`src/rtl/adder_measure_pkg.sv`:
```
// rtl/adder_measure_pkg.sv - shared types and constants for the adder delay measurement controller
package adder_measure_pkg;

    typedef enum logic [2:0] {
        ST_IDLE,
        ST_LOAD,
        ST_SETTLE,
        ST_RUN,
        ST_DRAIN,
        ST_DONE
    } state_t;

    localparam int DEF_WIDTH         = 32;
    localparam int DEF_CNT_W         = 32;
    localparam int DEF_GATE_W        = 16;
    localparam int DEF_SETTLE_CYCLES = 4;
    localparam int DEF_SYNC_STAGES   = 2;

    // DRAIN lasts one cycle longer than the synchroniser so the last edge
    // seen at chain_out before ring_en drops still reaches the counter.
    function automatic int drain_cycles(input int sync_stages);
        return sync_stages + 1;
    endfunction

endpackage

```
`src/rtl/edge_sync_counter.sv`:
```
// rtl/edge_sync_counter.sv - chain_out synchroniser, rising-edge detect and saturating counter
module edge_sync_counter #(
    parameter int CNT_W       = 32,
    parameter int SYNC_STAGES = 2
) (
    input  logic             clk,
    input  logic             rst_n,
    input  logic             en,
    input  logic             clr,
    input  logic             async_in,
    output logic [CNT_W-1:0] count,
    output logic             overflow
);

    logic [SYNC_STAGES-1:0] sync;
    logic                   sync_q;
    logic                   rise;

    // Shift the asynchronous input through the synchroniser and keep one extra
    // delayed copy of its output for edge detection.
    always_ff @(posedge clk or negedge rst_n) begin
        if (!rst_n) begin
            sync   <= '0;
            sync_q <= 1'b0;
        end else begin
            sync   <= {sync[SYNC_STAGES-2:0], async_in};
            sync_q <= sync[SYNC_STAGES-1];
        end
    end

    assign rise = sync[SYNC_STAGES-1] & ~sync_q;

    // Count enabled rising edges; an edge arriving while the count is already
    // all-ones is lost, so that is the moment overflow is flagged.
    always_ff @(posedge clk or negedge rst_n) begin
        if (!rst_n) begin
            count    <= '0;
            overflow <= 1'b0;
        end else if (clr) begin
            count    <= '0;
            overflow <= 1'b0;
        end else if (en && rise) begin
            if (count == '1) begin
                overflow <= 1'b1;
            end else begin
                count <= count + CNT_W'(1);
            end
        end
    end

endmodule

```
`src/rtl/adder_measure_ctrl.sv`:
```
// rtl/adder_measure_ctrl.sv - sequences one settle/capture/ring-count measurement on the adder
module adder_measure_ctrl
    import adder_measure_pkg::*;
#(
    parameter int WIDTH         = DEF_WIDTH,
    parameter int CNT_W         = DEF_CNT_W,
    parameter int GATE_W        = DEF_GATE_W,
    parameter int SETTLE_CYCLES = DEF_SETTLE_CYCLES,
    parameter int SYNC_STAGES   = DEF_SYNC_STAGES
) (
    input  logic              wb_clk_i,
    input  logic              rst_n,
    input  logic              start,
    input  logic              abort,
    input  logic [WIDTH-1:0]  op_a,
    input  logic [WIDTH-1:0]  op_b,
    input  logic [GATE_W-1:0] gate_len,
    input  logic              ack,
    input  logic              chain_out,
    input  logic [WIDTH-1:0]  s_output,
    output logic [WIDTH-1:0]  a_input,
    output logic [WIDTH-1:0]  b_input,
    output logic              ring_en,
    output logic              busy,
    output logic              done,
    output logic [WIDTH-1:0]  sum,
    output logic [CNT_W-1:0]  count,
    output logic              overflow
);

    localparam int DRAIN_CYCLES = drain_cycles(SYNC_STAGES);
    localparam int TMR_W        = (GATE_W > 8) ? GATE_W : 8;

    state_t              state;
    logic                start_q;
    logic [GATE_W-1:0]   gate_r;
    logic [TMR_W-1:0]    timer;
    logic                start_edge;
    logic                accept;
    logic                cnt_en;

    assign start_edge = start & ~start_q;
    // A new measurement is only taken when idle or holding a result, and abort has priority.
    assign accept     = start_edge && !abort && (state == ST_IDLE || state == ST_DONE);
    assign cnt_en     = (state == ST_RUN) || (state == ST_DRAIN);

    // Measurement sequencer with registered ring_en/busy/done so ring_en cannot glitch.
    always_ff @(posedge wb_clk_i or negedge rst_n) begin
        if (!rst_n) begin
            state   <= ST_IDLE;
            start_q <= 1'b0;
            gate_r  <= '0;
            timer   <= '0;
            a_input <= '0;
            b_input <= '0;
            sum     <= '0;
            ring_en <= 1'b0;
            busy    <= 1'b0;
            done    <= 1'b0;
        end else begin
            start_q <= start;
            if (abort) begin
                state   <= ST_IDLE;
                ring_en <= 1'b0;
                busy    <= 1'b0;
                done    <= 1'b0;
            end else begin
                case (state)
                    ST_IDLE, ST_DONE: begin
                        if (accept) begin
                            a_input <= op_a;
                            b_input <= op_b;
                            gate_r  <= gate_len;
                            sum     <= '0;
                            done    <= 1'b0;
                            busy    <= 1'b1;
                            state   <= ST_LOAD;
                        end else if (state == ST_DONE && ack) begin
                            done  <= 1'b0;
                            state <= ST_IDLE;
                        end
                    end
                    ST_LOAD: begin
                        timer <= TMR_W'(SETTLE_CYCLES - 1);
                        state <= ST_SETTLE;
                    end
                    ST_SETTLE: begin
                        if (timer == '0) begin
                            sum <= s_output;
                            if (gate_r != '0) begin
                                ring_en <= 1'b1;
                                timer   <= TMR_W'(gate_r) - TMR_W'(1);
                                state   <= ST_RUN;
                            end else begin
                                timer <= TMR_W'(DRAIN_CYCLES - 1);
                                state <= ST_DRAIN;
                            end
                        end else begin
                            timer <= timer - TMR_W'(1);
                        end
                    end
                    ST_RUN: begin
                        if (timer == '0) begin
                            ring_en <= 1'b0;
                            timer   <= TMR_W'(DRAIN_CYCLES - 1);
                            state   <= ST_DRAIN;
                        end else begin
                            timer <= timer - TMR_W'(1);
                        end
                    end
                    ST_DRAIN: begin
                        if (timer == '0) begin
                            busy  <= 1'b0;
                            done  <= 1'b1;
                            state <= ST_DONE;
                        end else begin
                            timer <= timer - TMR_W'(1);
                        end
                    end
                    default: begin
                        ring_en <= 1'b0;
                        busy    <= 1'b0;
                        done    <= 1'b0;
                        state   <= ST_IDLE;
                    end
                endcase
            end
        end
    end

    edge_sync_counter #(
        .CNT_W       (CNT_W),
        .SYNC_STAGES (SYNC_STAGES)
    ) u_counter (
        .clk      (wb_clk_i),
        .rst_n    (rst_n),
        .en       (cnt_en),
        .clr      (accept),
        .async_in (chain_out),
        .count    (count),
        .overflow (overflow)
    );

endmodule

```
`config.mk`:
```
export PLATFORM = sky130hd
export DESIGN_NAME = adder_measure_ctrl
export DESIGN_NICKNAME = d
export VERILOG_FILES = /design/src/rtl/adder_measure_pkg.sv /design/src/rtl/edge_sync_counter.sv /design/src/rtl/adder_measure_ctrl.sv
export SDC_FILE = /design/constraint.sdc
export NUM_CORES = 1
export LEC_CHECK = 0
export ABC_AREA = 0
export ABC_CLOCK_PERIOD_IN_PS = 7150
export CORE_MARGIN = 5
export CORE_UTILIZATION = 51
export CTS_CLUSTER_SIZE = 24
export DETAILED_ROUTE_END_ITERATION = 10
export PLACE_DENSITY_LB_ADDON = 0.15
export SYNTH_ARGS = -nofsm -noshare
export SYNTH_HDL_FRONTEND = slang
export SYNTH_HIERARCHICAL = 1
export SYNTH_SLANG_ARGS = --single-unit
```
`constraint.sdc`:
```
create_clock -name wb_clk_i -period 7.15 [get_ports wb_clk_i]
set_input_delay 2.145 -clock wb_clk_i [delete_from_list [all_inputs] [get_ports wb_clk_i]]
set_output_delay 2.145 -clock wb_clk_i [all_outputs]
set_load 0.05 [all_outputs]
```
==> impl_metrics.csv, run 1 <==
group,metric,value,unit
sta,timing.final.ws_setup,2.78,ns
synthesis,synth_edf_count,0,
synthesis,syn_area,0.00797,mm²
finish,n_antenna_cell,0,
sta,fin_setup_tns,0,ns
flow_run,drv_cap,0,
sta,tightest_slew,1.27,ns
synthesis,seq_area_frac_synth,53.7,%
pwr,design_power_total,2.84,mW
sta,hold_viol,0,
synthesis,yosysWarnings,6,
floorplan,io_pins,250,
drt,detail_route.vias_per_cell,5.82,
cts,cts_buffer_depth,2,
cts,clockRootBuffer,"clkbuf_16",
cts,cts_resized,0,
grt,grt_max_degree,82,
grt,overflow,0,
cts,clk-insertion-delay-late,0.43,ns
pwr,powerDensity,254,mW/mm²
floorplan,rows,45,
sta,fin_crit,4.37,ns
synthesis,async_flop_share,100,%
setup_path,crit_fanout,30,
placed_design,numPortBuffers,249,
synthesis,synth_top_flop_cell,"dfrtp_1",
finish,nNetsFinal,1062,
sta,rsz0062_at_grt,"false",
cts,cts_hold_buf,0,
sta,timing.fmax,0.229,GHz
synthesis,syn_nets,828,
floorplan,die_area,0.0182,mm²
sta,hold_slack,0.353,ns
synthesis,synth_cells,706,
finish,nFillCells,1038,
finish,drive_gt1_share,14.8,%
floorplan,die_height,135,µm
pwr,power_leakage,4.51,nW
cts,clkTransAtPathRegs,0.06,ns
pwr,ir_drop,0.215,mV
grt,grt_pass1_wl,38.2,mm
synthesis,ys_ff_latch,171,
grt,antenna_found_initial,1,
drt,first_pass_iters,5,
placed_design,hpwlAfterDp,17.2,mm
setup_path,startpoint_type,"primary input",
floorplan,die_w,135,µm
cts,htree_levels,4,
drt,drtIter0Drc,611,
setup_path,cp-end-kind,"flip-flop",
sta,fin_skew,0.00893,ns
cts,cts.sinks,171,
cts,post_cts_buffers,0,
setup_path,cp.arrival,4.72,ns
drt,drcViolationCount,0,
synthesis,syn_avg_cell_area,11.3,µm²
drt,num_vias,6769,
finish,area_growth,40.3,%
setup_path,worstSetupPathType,"primary input to flip-flop",
outcome,status,"completed",
sta,slew_headroom,15.1,%
drt,ant_nets,0,
placed_design,routabilityCongestion,0.913,
cts,cts_made_buffers,17,
hold_path,hp-class,"flip-flop to flip-flop",
sta,finalCritPeriodShare,61.1,%
cts,cts_tree,"done",
sta,setup_violations,0,
setup_path,required,7.50,ns
finish,final_util,73.3,%
sta,final-max-slew-violation-count,0,
floorplan,start_util,52.2,%
synthesis,yosysUniqueCellTypes,61,
placed_design,place_ws,2.33,ns
drt,wl_per_cell,20.4,µm
grt,first_global_vias,6967,
floorplan,core_area,0.0153,mm²
drt,routed_wl,23.7,mm
grt,grt_usage,26.5,%
flip-flops by register name, summed over array words and instances (netlist names), 2 cells and up:
name	cells
u_counter/sync	2
timer	16
b_input	32
a_input	32
state	3
sum	32
gate_r	16
u_counter/count	32
path summary, 6_finish.rpt:
path                                                   from                               to  slack [ns]  cells past startpoint
worst min-delay path            u_counter/sync[0]$_DFF_PN0_      u_counter/sync[1]$_DFF_PN0_        0.35                      0
worst min register to register  u_counter/sync[0]$_DFF_PN0_      u_counter/sync[1]$_DFF_PN0_        0.35                      0
max in group asynchronous                             rst_n              sum[21]$_DFFE_PN0P_        4.25                      2
worst max-delay path                                  abort  u_counter/count[11]$_DFFE_PN0P_        2.78                      7
min in group asynchronous                             rst_n             timer[7]$_DFFE_PN0P_        1.71                      1
worst max register to register         state[1]$_DFFE_PN0P_  u_counter/count[18]$_DFFE_PN0P_        3.86                      7
layout by cell type (no fill, tap or decap), types with 5 or more instances in the layout:
master,instances
o31ai_1,12
or3_1,20
and3_1,6
or4_1,15
clkbuf_16,17
nand2b_1,5
a21oi_1,47
clkbuf_8,5
nor4_1,9
buf_4,5
dfrtp_1,171
a22o_1,32
nor2b_1,9
clkdlybuf4s50_1,248
nand3_1,18
xnor2_1,7
mux2_2,81
o21ai_0,38
nand4_1,16
nor3_1,23
inv_1,9
xor2_1,7
o21ai_1,19
nand2_1,22
nor2_1,40
report_power, final:
group | internal (mW) | total, mW | switching, mW
registers | 1.08 | 1.16 | 0.0838
logic | 0.292 | 0.736 | 0.445
clock network | 0.561 | 0.941 | 0.381
area by class of cell:
| type | instances | area, µm² | area share (%) |
|---|---|---|---|
| Clock buffer | 22 | 494 | 4.42 |
| Sequential cell | 171 | 4280 | 38.3 |
| Timing Repair Buffer | 255 | 2550 | 22.8 |
| Clock inverter | 9 | 110 | 0.985 |
| Inverter | 9 | 33.8 | 0.302 |
| Multi-Input combinational cell | 486 | 3450 | 30.8 |
| Tap cell | 211 | 264 | 2.36 |
per-stage QoR:
step                instances  instance area (µm²)
CTS                      1163                11200
global route             1163                11200
global placement         1132                10600
floorplan                 706                 7970
finish                   1163                11200
detailed placement       1132                10600
cells by family (layout without fill, tap and decap cells):
logic type / Yosys count / after routing / synth area share, %
AO/OA/AOI/OAI: 172 / 172 / 13.6
AND/OR/NAND/NOR: 212 / 212 / 15.4
buffers and inverters: 49 / 295 / 3.20
XOR/XNOR: 14 / 14 / 1.54
adder cells (fa/ha/maj): 4 / 4 / 0.628
multiplexers: 84 / 84 / 12.0
flip-flops: 171 / 171 / 53.7
layer usage:
metal  up-vias  GRT usage, %  share of wire, %
met5         -             0             0.068
li1       3095             -                 -
met2       302          44.0                51
met1      3338          32.2                38
met4         2          8.06               1.9
met3        32          10.4               8.9
cells in the mapped netlist (5+ instances only):
master    number  area (µm²)
xor2_1         7        61.3
a22o_1        32         280
nor4_1         9        56.3
buf_4          7        52.6
mux2_2        81         912
clkbuf_1      16        60.1
and3_1         6        37.5
xnor2_1        7        61.3
a21oi_1       48         240
o31ai_1       12        90.1
buf_2         12        60.1
inv_1          9        33.8
dfrtp_1      171        4280
nand3_1       18        90.1
o21ai_0       38         190
or3_1         20         125
nor2_1        41         154
nand2_1       22        82.6
nand2b_1       5        31.3
nor2b_1        9        56.3
nor3_1        23         115
nand4_1       16         100
o21ai_1       19        95.1
or4_1         15         113
critical path: stages:
cell             delay (ns)
clkdlybuf4s50_1        0.58
or3_1                  0.49
nor2_4                 0.40
buf_4                  0.39
o21ai_0                0.19
or3_1                  0.36
a21oi_1                0.15
No activity file was read; power rests on OpenSTA's default activity.
==> inputs of run 2 (changes only) <==
- ABC_CLOCK_PERIOD_IN_PS: 7150 -> 4000
- CORE_UTILIZATION: 51 -> 42
- clock period: 7.15 -> 4 ns (I/O delays scaled with it)
==> run 2 against run 1 <==
- sequential share of layout area is 0.35 points lower
- global-route usage shrank 5.8 points
- clock power grew 77%
- sequential cell count unchanged
- critical endpoint is now sum[4]$_DFFE_PN0P_
- largest power group unchanged
- highest routed layer unchanged
==> impl_metrics.csv, run 2 (synthesized netlist as in run 1, its figures left out) <==
group,metric,value,unit
setup_path,crit_fanout,32,
floorplan,die_area,0.0218,mm²
setup_path,required,4.30,ns
outcome,status,"completed",
drt,first_pass_iters,5,
drt,drtIter0Drc,314,
setup_path,cp.arrival,3.37,ns
hold_path,holdPathStages,0,
setup_path,cpPeakStageDelay,0.43,ns
cts,cts_resized,0,
hold_path,hp-class,"flip-flop to flip-flop",
finish,layout.cells.non_filler,1194,
floorplan,io_pins,250,
placed_design,place_inst,1163,
drt,num_vias,6557,
cts,cts.sinks,171,
drt,wl_per_cell,18.9,µm
setup_path,cp-end-kind,"flip-flop",
hold_path,min_to,"u_counter/sync[1]$_DFF_PN0_",
sta,fin_skew,0.0117,ns
drt,detail_route.vias_per_cell,5.49,
cts,clkTransAtPathRegs,0.06,ns
sta,finalCritPeriodShare,76.7,%
floorplan,die_w,148,µm
finish,multi_input_area,0.00345,mm²
floorplan,start_util,42.6,%
sta,tightest_slew,0.869,ns
finish,area_growth,41.6,%
hold_path,hold_start,"u_counter/sync[0]$_DFF_PN0_",
grt,grt_usage,20.7,%
sta,slew_headroom,41.6,%
grt,grt_max_degree,78,
finish,final_cell_mix,"clkdlybuf4s50_1, dfrtp_1, mux2_2, a21oi_1, nor2_1",
pwr,power_leakage,4.54,nW
pwr,ir_drop,0.299,mV
cts,cts_tree,"done",
grt,grt_pass1_wl,36.2,mm
cts,post_cts_buffers,0,
setup_path,timing.reg2reg.setup_slack,1.03,ns
finish,ff_latch_area,0.00428,mm²
cts,cts_buffer_depth,2,
floorplan,rows,50,
setup_path,crit_slowest_cell,"clkdlybuf4s50_1",
setup_path,path_cells,"clkdlybuf4s50_1 -> or3_1 -> nor2_4 -> buf_4 -> a21oi_2 -> buf_4 -> a22o_1",
cts,htree_levels,4,
drt,ant_nets,0,
setup_path,worstReg2RegEnd,"timer[2]$_DFFE_PN0P_",
drt,drcViolationCount,0,
finish,drive_gt1_share,15.5,%
floorplan,die_height,148,µm
sta,setup_violations,0,
cts,cts_made_buffers,17,
floorplan,core_area,0.0187,mm²
sta,final-max-slew-violation-count,0,
sta,hold_viol,0,
cts,clk-insertion-delay-late,0.42,ns
setup_path,startpoint_type,"primary input",
sta,rsz0062_at_grt,"false",
sta,fin_setup_tns,0,ns
pwr,powerDensity,447,mW/mm²
cts,clockRootBuffer,"clkbuf_16",
placed_design,routabilityCongestion,0.812,
sta,fin_crit,3.07,ns
finish,layout_commonest_cell,"clkdlybuf4s50_1",
placed_design,numPortBuffers,249,
finish,nNetsFinal,1070,
placed_design,hpwlAfterDp,16.3,mm
cts,cts_hold_buf,0,
setup_path,worstSetupPathType,"primary input to flip-flop",
sta,timing.fmax,0.326,GHz
setup_path,r2r-start,"timer[0]$_DFFE_PN0P_",
grt,first_global_vias,6650,
setup_path,cp_common_cell,"buf_4",
grt,antenna_found_initial,1,
setup_path,r2r.worst_path.cells,8,
grt,overflow,0,
flow_run,drv_cap,0,
drt,routed_wl,22.5,mm
finish,nFillCells,1530,
finish,n_antenna_cell,0,
-- run 2: cell count changes in the layout (fill, tap and decap cells not counted) --
| cell | change |
|---|---|
| clkbuf_8 | -3 |
| clkinv_4 | +1 |
| clkinvlp_4 | +2 |
| buf_12 | +2 |
| buf_4 | +6 |
| clkinv_2 | -1 |
| inv_8 | +1 |
-- run 2: how the worst max path moves through the flow --
stage | startpoint | endpoint | slack [ns] | depth (start not counted)
finish | abort | sum[4]$_DFFE_PN0P_ | 0.93 | 7
global route | abort | u_counter/count[11]$_DFFE_PN0P_ | 0.78 | 7
CTS | abort | sum[4]$_DFFE_PN0P_ | 0.93 | 7
detailed placement | abort | sum[15]$_DFFE_PN0P_ | 0.51 | 7
global placement | abort | sum[7]$_DFFE_PN0P_ | 0.55 | 7
floorplan | abort | u_counter/count[31]$_DFFE_PN0P_ | 0.61 | 8
-- run 2: routing by layer --
layer  up-vias  global-route usage, %  wire length (µm)
li1       3106                      -                 -
met1      3180                   26.2              9330
met2       238                   32.5             10600
met3        31                   8.37              2040
met4         2                   7.04               536
met5         -                      0                13
-- run 2: worst max-delay path: cells and delay by family --
kind | cells | cell delay, ns
AO/OA/AOI/OAI | 2 | 0.33
buffers and inverters | 3 | 1.00
AND/OR/NAND/NOR | 2 | 0.83
-- run 2: through the flow --
step | area (µm²) | power [mW] | hold WS, ns | util [%] | setup WS [ns]
2_1_floorplan | 7970 | 2.86 | 0.331 | - | 0.607
3_3_place_gp | 10700 | 3.39 | 0.334 | 57.1 | 0.551
3_5_place_dp | 10700 | 3.41 | 0.342 | 57.1 | 0.508
4_1_cts | 11300 | 5.10 | 0.357 | 60.3 | 0.933
5_1_grt | 11300 | 5.27 | 0.368 | 60.3 | 0.780
6_report | 11300 | 5.04 | 0.352 | 60.3 | 0.934
-- run 2: report_power, final --
part / switching [mW] / internal (mW) / total (mW)
clock network: 0.709 / 0.959 / 1.67
registers: 0.139 / 1.92 / 2.06
logic: 0.782 / 0.527 / 1.31
total: 1.63 / 3.41 / 5.04
-- run 2: area by class of cell --
cell class              count  area share, %
flip-flops and latches    171           37.9
multi-input cells         486           30.5
repair buffers            263           23.4
clock buffers              19           4.02
well taps                 234           2.60
clock inverters            12           1.24
inverters                   9          0.299
